==> src/rtl/acc_core_param.sv <==
// acc_core_param: parametrised single-cycle accumulator processor.
// One instruction per clock out of a host-loaded instruction memory. The
// run/halt state machine gates host access to both memories, and a
// saturating counter tracks instructions retired since the last start.
module acc_core_param #(
  parameter int DATA_W = 32,
  parameter int ADDR_W = 4,
  parameter int CNT_W  = 16
) (
  input  logic              clk,
  input  logic              rst,
  input  logic              start,
  input  logic              prog_we,
  input  logic [ADDR_W-1:0] prog_addr,
  input  logic [DATA_W-1:0] prog_wdata,
  input  logic              dm_we,
  input  logic [ADDR_W-1:0] dm_addr,
  input  logic [DATA_W-1:0] dm_wdata,
  output logic [DATA_W-1:0] dm_rdata,
  output logic [ADDR_W-1:0] pc,
  output logic [DATA_W-1:0] acc,
  output logic              busy,
  output logic              halted,
  output logic [CNT_W-1:0]  retired
);

  localparam int DEPTH = 1 << ADDR_W;

  localparam logic [1:0] S_IDLE = 2'd0;
  localparam logic [1:0] S_RUN  = 2'd1;
  localparam logic [1:0] S_HALT = 2'd2;

  localparam logic [2:0] OP_LOAD  = 3'd0;
  localparam logic [2:0] OP_ADD   = 3'd1;
  localparam logic [2:0] OP_STORE = 3'd2;
  localparam logic [2:0] OP_BRZ   = 3'd3;
  localparam logic [2:0] OP_SUB   = 3'd4;
  localparam logic [2:0] OP_BRN   = 3'd5;
  localparam logic [2:0] OP_AND   = 3'd6;

  logic [DATA_W-1:0]        imem [DEPTH];
  logic [DATA_W-1:0]        dmem [DEPTH];

  logic [1:0]               state_q, state_d;
  logic [ADDR_W-1:0]        pc_q, pc_d;
  logic signed [DATA_W-1:0] acc_q, acc_d;
  logic [CNT_W-1:0]         ret_q, ret_d;
  logic [DATA_W-1:0]        rdata_q;

  logic [2:0]               op;
  logic [ADDR_W-1:0]        opa;
  logic signed [DATA_W-1:0] opnd;
  logic                     st_we;
  logic                     host_ok;

  // Counter increment that sticks at all-ones instead of wrapping.
  function automatic logic [CNT_W-1:0] sat_inc(input logic [CNT_W-1:0] v);
    return (&v) ? v : v + CNT_W'(1);
  endfunction

  // Fetch and operand read are combinational so an instruction completes in one edge.
  assign op      = imem[pc_q][2:0];
  assign opa     = imem[pc_q][16 +: ADDR_W];
  assign opnd    = signed'(dmem[opa]);
  assign host_ok = (state_q != S_RUN);

  // Next-state and execute logic for the run/halt machine.
  always_comb begin
    state_d = state_q;
    pc_d    = pc_q;
    acc_d   = acc_q;
    ret_d   = ret_q;
    st_we   = 1'b0;
    case (state_q)
      S_IDLE, S_HALT: begin
        if (start) begin
          state_d = S_RUN;
          pc_d    = '0;
          acc_d   = '0;
          ret_d   = '0;
        end
      end
      S_RUN: begin
        ret_d = sat_inc(ret_q);
        pc_d  = pc_q + ADDR_W'(1);
        case (op)
          OP_LOAD:  acc_d = opnd;
          OP_ADD:   acc_d = acc_q + opnd;
          OP_STORE: st_we = 1'b1;
          OP_BRZ:   if (acc_q == '0) pc_d = opa;
          OP_SUB:   acc_d = acc_q - opnd;
          OP_BRN:   if (acc_q[DATA_W-1]) pc_d = opa;
          OP_AND:   acc_d = acc_q & opnd;
          default: begin
            // HALT: pc parks on the HALT instruction itself
            pc_d    = pc_q;
            state_d = S_HALT;
          end
        endcase
      end
      default: state_d = S_IDLE;
    endcase
  end

  // Control registers and the host readback register.
  always_ff @(posedge clk) begin
    if (rst) begin
      state_q <= S_IDLE;
      pc_q    <= '0;
      acc_q   <= '0;
      ret_q   <= '0;
      rdata_q <= '0;
    end else begin
      state_q <= state_d;
      pc_q    <= pc_d;
      acc_q   <= acc_d;
      ret_q   <= ret_d;
      rdata_q <= dmem[dm_addr];
    end
  end

  // Memory writes: host writes only outside RUN; no instruction executes on a reset edge.
  always_ff @(posedge clk) begin
    if (prog_we && host_ok) imem[prog_addr] <= prog_wdata;
    if (st_we && !rst) begin
      dmem[opa] <= acc_q;
    end else if (dm_we && host_ok) begin
      dmem[dm_addr] <= dm_wdata;
    end
  end

  assign dm_rdata = rdata_q;
  assign pc       = pc_q;
  assign acc      = acc_q;
  assign busy     = (state_q == S_RUN);
  assign halted   = (state_q == S_HALT);
  assign retired  = ret_q;

endmodule

==> config.mk <==
export PLATFORM = sky130hd
export DESIGN_NAME = acc_core_param
export DESIGN_NICKNAME = d
export VERILOG_FILES = /design/src/rtl/acc_core_param.sv
export SDC_FILE = /design/constraint.sdc
export NUM_CORES = 1
export LEC_CHECK = 0
export ABC_CLOCK_PERIOD_IN_PS = 8700
export BUFFER_PORTS_ARGS = -buffer_cell sky130_fd_sc_hd__buf_2
export CAP_MARGIN = 0
export CORE_ASPECT_RATIO = 1.4
export CORE_MARGIN = 2
export CORE_UTILIZATION = 57
export CTS_CLUSTER_DIAMETER = 40
export DETAILED_ROUTE_END_ITERATION = 6
export PLACE_DENSITY = 0.76
export SETUP_SLACK_MARGIN = 0.02
export SLEW_MARGIN = 0
export SYNTH_ARGS = -nofsm -noshare
export SYNTH_HDL_FRONTEND = slang
export SYNTH_SLANG_ARGS = --single-unit
==> constraint.sdc <==
create_clock -name clk -period 8.7 [get_ports clk]
set_clock_uncertainty 0.05 [all_clocks]
set_input_delay 0.435 -clock clk [delete_from_list [all_inputs] [get_ports clk]]
set_output_delay 0.435 -clock clk [all_outputs]
set_load 0.01 [all_outputs]
# After elaboration in Yosys (flattened, before gate mapping)
# Memories as Yosys holds them, arrays and structs flattened. A register that Yosys moved wholly into a read port is not among the register bits.
# Cells that the tools add are included.
# word_totals
regBits,54
ram_bits,1024
input_bits,77
out_inout_bits,86
wordCells,70
n_memories,2
# op_classes
addsub,4
eq_ne,14
mux,28
bitwise_logic,1
reduce_logical,17
# mem_list
memory,depth,word_bits,read_ports,rd_ports_with_merged_regs,wr,line_no,text
dmem,16,32,2,1,1,42,logic [DATA_W-1:0] dmem [DEPTH];
imem,16,32,1,1,1,41,logic [DATA_W-1:0] imem [DEPTH];
# ops
operator,count
$pmux W32 S4,1
$mux W32,2
$pmux W32 S2,1
$add A32 B32 Y32,1
$and A32 B32 Y32,1
$logic_not A32 Y1,1
$mux W16,2
$pmux W16 S2,1
$reduce_or A32 Y1,1
$sub A32 B32 Y32,1
$mux W4,6
$add A16 B1 Y16 const B,1
$reduce_and A16 Y1,1
$pmux W4 S3,1
$mux W1,10
$eq A3 B3 Y1 const B,3
$reduce_and A3 Y1,3
$pmux W4 S2,1
$reduce_or A7 Y1,1
$eq A3 B2 Y1 const B,2
$ne A2 B2 Y1 const B,3
$ne A5 B1 Y1 const B,1
$reduce_or A5 Y1,1
$add A4 B1 Y4 const B,1
other kinds (14),17

# Longest topological paths before layout
# logic_depth
depth_word,8
mapped_depth,34

# Least setup slack after synthesis
# Ideal clock, no wire load.
# synth_path
kind,reg2reg
start,register with a tool-made name
end,register acc_q[31] (netlist: acc[31])
setup_time_ns,0.127
t_arrival_ns,6.595
required_time_ns,8.523
setup_slack_ns,1.929
stages_incl_launch_ff,33
synth_period_minus_slack_ns,6.771
cell_sequence,dfxtp_1 > buf_6 > mux4_2 > mux4_2 > buf_6 > buf_6 > buf_6 > buf_4 > mux2i_1 > nand4_1 > nand4_1 > mux2i_1 > inv_1 > ha_1 > a21boi_0 > nand3_1 > o21ai_0 > nand2_1 > xor2_1 > ha_1 > a21o_1 > a21oi_1 > nor2_1 > or4b_2 > o311a_1 > nor2_1 > o21a_1 > a21oi_1 > a211o_1 > nand2_1 > nor3_1 > o211a_1 > or3_1
# synth_lines
item,line_no,text
"end signal, assigned",110,acc_q <= '0;
"end signal, assigned",116,acc_q <= acc_d;
"end, declared",46,"logic signed [DATA_W-1:0] acc_q, acc_d;"

==> flow_summary.json <==
{
  "cts_max_path_buffers": 3,
  "antenna_cells": 0,
  "synth.avg_cell_area_sq_um": 13.5,
  "drc": 1,
  "io_pins": 163,
  "cp_top_family": "compound AO/OA/AOI/OAI gates",
  "netlist_instances": 2598,
  "start_kind": "flip-flop",
  "maxCapViolCount": 0,
  "core_sq_um": 60900,
  "cp_slowest_cell": "mux4_1",
  "post-route-util_pct": 65.4,
  "fin_crit_sh_pct": 93.1,
  "finalCriticalPeriod_ps": 8100,
  "grt_max_degree": 75,
  "vdd_drop_max_mv": 0.204,
  "cp.required_ps": 9180,
  "gr-usage-all-layers_pct": 33.3,
  "cts_root_buf": "clkbuf_16",
  "cp-end-kind": "flip-flop",
  "drtIter0Drc": 3550,
  "ys_async_sr_fraction_pct": 0,
  "dieArea_sq_um": 63700,
  "dp_cells": 3459,
  "synth_ff_type": "edfxtp_1",
  "worst-path-buf-inv": 3,
  "rsz0062_at_grt": "no",
  "viasPerCell": 6.97,
  "seq_area_frac_synth_pct": 58.5,
  "synth_edf_count": 624,
  "wl_mm": 105,
  "dp_slack_ps": 856,
  "crit_fanout": 26,
  "hp-class": "input port to flip-flop",
  "fin_ws_ps": 602,
  "cpPeakStageDelay_ps": 620,
  "fin_nets": 2841,
  "max_clock_freq_mhz": 123,
  "initial_core_util_pct": 57.7,
  "vias": 25200,
  "synth_area_sq_um": 35100,
  "port_buffers": 137,
  "tritoncts": "built",
  "cts_resized": 0,
  "ctsHoldBuffers": 0,
  "clkSlewWorstSetupHoldPaths_ps": 60,
  "die_w_um": 214,
  "grt_pass1_wl_mm": 154,
  "hold_viol": 0,
  "powerDensity_nw_per_um2": 234,
  "worst_pin_slew_ps": 1280,
  "clkSinkCount": 714,
  "relSlewSlack_pct": 13.7,
  "fillerInstances": 4168,
  "worstSetupPathType": "flip-flop to flip-flop",
  "drtPass1Iterations": 7,
  "wl_per_cell_um": 29.1,
  "violations": "design-rule violations",
  "yosysWarnings": 0,
  "synth.net_count": 2711,
  "grt_pass1_vias": 25000,
  "clock_latency_ps": 660,
  "slew_viol_final": 0,
  "drive_gt1_share_pct": 22.6,
  "syn2layout_area_growth_pct": 13.5,
  "ys_types": 92,
  "gp_congestion": 0.951,
  "cts_setup_buffers": 0,
  "antenna_found_initial": 1,
  "setup_violations": 0,
  "synth-seq-cells": 714,
  "setup-tns-final_ps": 0,
  "dp_hpwl_mm": 66.4,
  "final-instance-count-excl-fill": 3616,
  "h-tree-depth": 3,
  "status": "complete, but fails checks",
  "crit_arrival_ps": 8580,
  "placementRows": 107,
  "cts_buffers": 84,
  "drtAntennaViolNets": 0,
  "overflow": 0,
  "die_height_um": 298,
  "leakage_nw": 14.2
}
registers in the layout, summed over array words and instances (netlist names), named ones only:
name and flops:
pc 4, dmem 512, retired 16, acc 32, state_q 2, imem 112, dm_rdata 32
through the flow:
stage | instance area (sq um) | power [mW] | hold WS (ps)
3_3_place_gp | 36900 | 5.56 | 431
4_1_cts | 39900 | 9.29 | 64.4
3_5_place_dp | 36900 | 5.61 | 448
2_1_floorplan | 35100 | 5.08 | 465
5_1_grt | 39900 | 9.57 | 99.0
6_report | 39900 | 9.32 | 80.1
per-layer routing:
metal / track usage (%) / vias up / wire length, um
met1: 41.2 / 12300 / 35000
met4: 19.2 / 2 / 6890
met3: 8.40 / 491 / 13100
met2: 53.1 / 1949 / 50400
li1: - / 10400 / -
met5: 0 / - / 19
cell type report:
type | count | area (sq um) | area share [%]
clock buffers | 100 | 2230 | 5.60
multi-input cells | 1673 | 13800 | 34.6
clock inverters | 57 | 753 | 1.89
flip-flops and latches | 714 | 20500 | 51.5
repair buffers | 229 | 1430 | 3.58
well taps | 817 | 1020 | 2.56
inverters | 26 | 97.6 | 0.245
final timing paths:
path	start	endpoint	slack [ps]	cells past startpoint
worst max-delay path	flip-flop	acc[31]$_SDFFE_PP0P_	600	28
worst min-delay path	prog_wdata[2]	imem[13][2]$_DFFE_PP_	80	1
worst max register to register	flip-flop	acc[31]$_SDFFE_PP0P_	600	28
worst min register to register	retired[12]$_SDFFE_PP0P_	retired[12]$_SDFFE_PP0P_	460	2
synth_stat cells, drive strengths merged, types with 16 or more instances:
library cell / instances / area (sq um)
inv: 26 / 97.6
mux2i: 124 / 1240
dfxtp: 90 / 1800
mux2: 20 / 225
xor2: 25 / 219
nand4: 46 / 288
a311oi: 16 / 140
edfxtp: 624 / 18700
clkbuf: 109 / 409
buf: 76 / 467
a31oi: 50 / 313
o21ai: 74 / 374
nor2: 121 / 454
mux4: 195 / 4410
a211oi: 22 / 170
xnor2: 36 / 315
nor2b: 45 / 282
ha: 35 / 438
a21o: 17 / 128
nor3: 23 / 115
nand2b: 16 / 100
nand2: 334 / 1250
and3: 30 / 188
a21oi: 113 / 566
nand3: 105 / 526
o22ai: 20 / 125
power breakdown:
group / leakage (nW) / internal [mW] / total (mW) / switching, mW
combinational: 6.29 / 0.613 / 1.69 / 1.08
clock: 1.45 / 2.19 / 3.72 / 1.53
sequential: 6.44 / 3.85 / 3.91 / 0.0585
worst register-to-register path, delay by kind of cell, from the launching register on:
kind | cells | cell delay [ps]
simple gates | 8 | 1820
flops | 1 | 480
compound gates | 13 | 3250
xor+xnor | 1 | 160
buf+inv | 3 | 950
fa+ha+maj | 1 | 300
mux | 2 | 970
cell usage in the layout, fill, tap and decap left out, types with 46 or more instances in the layout:
| cell type | synthesis | layout |
|---|---|---|
| nand2_1 | 334 | 332 |
| buf_4 | 1 | 91 |
| a21oi_1 | 113 | 112 |
| clkbuf_16 | 0 | 84 |
| dfxtp_1 | 90 | 90 |
| mux2i_1 | 124 | 124 |
| o21ai_0 | 72 | 71 |
| edfxtp_1 | 624 | 624 |
| a31oi_1 | 50 | 50 |
| nor2_1 | 121 | 104 |
| mux4_2 | 190 | 189 |
| nand3_1 | 105 | 105 |
| buf_2 | 24 | 134 |
| nand4_1 | 46 | 46 |
cells by family after synthesis:
logic type,Yosys count,share of synthesized area [%]
multiplexers,339,16.7
flip-flops,714,58.5
buffers and inverters,211,2.77
XOR/XNOR,61,1.52
adder cells (fa/ha/maj),36,1.30
AND/OR/NAND/NOR,779,10.4
AO/OA/AOI/OAI,458,8.83
(Power assumes the default switching activity.)
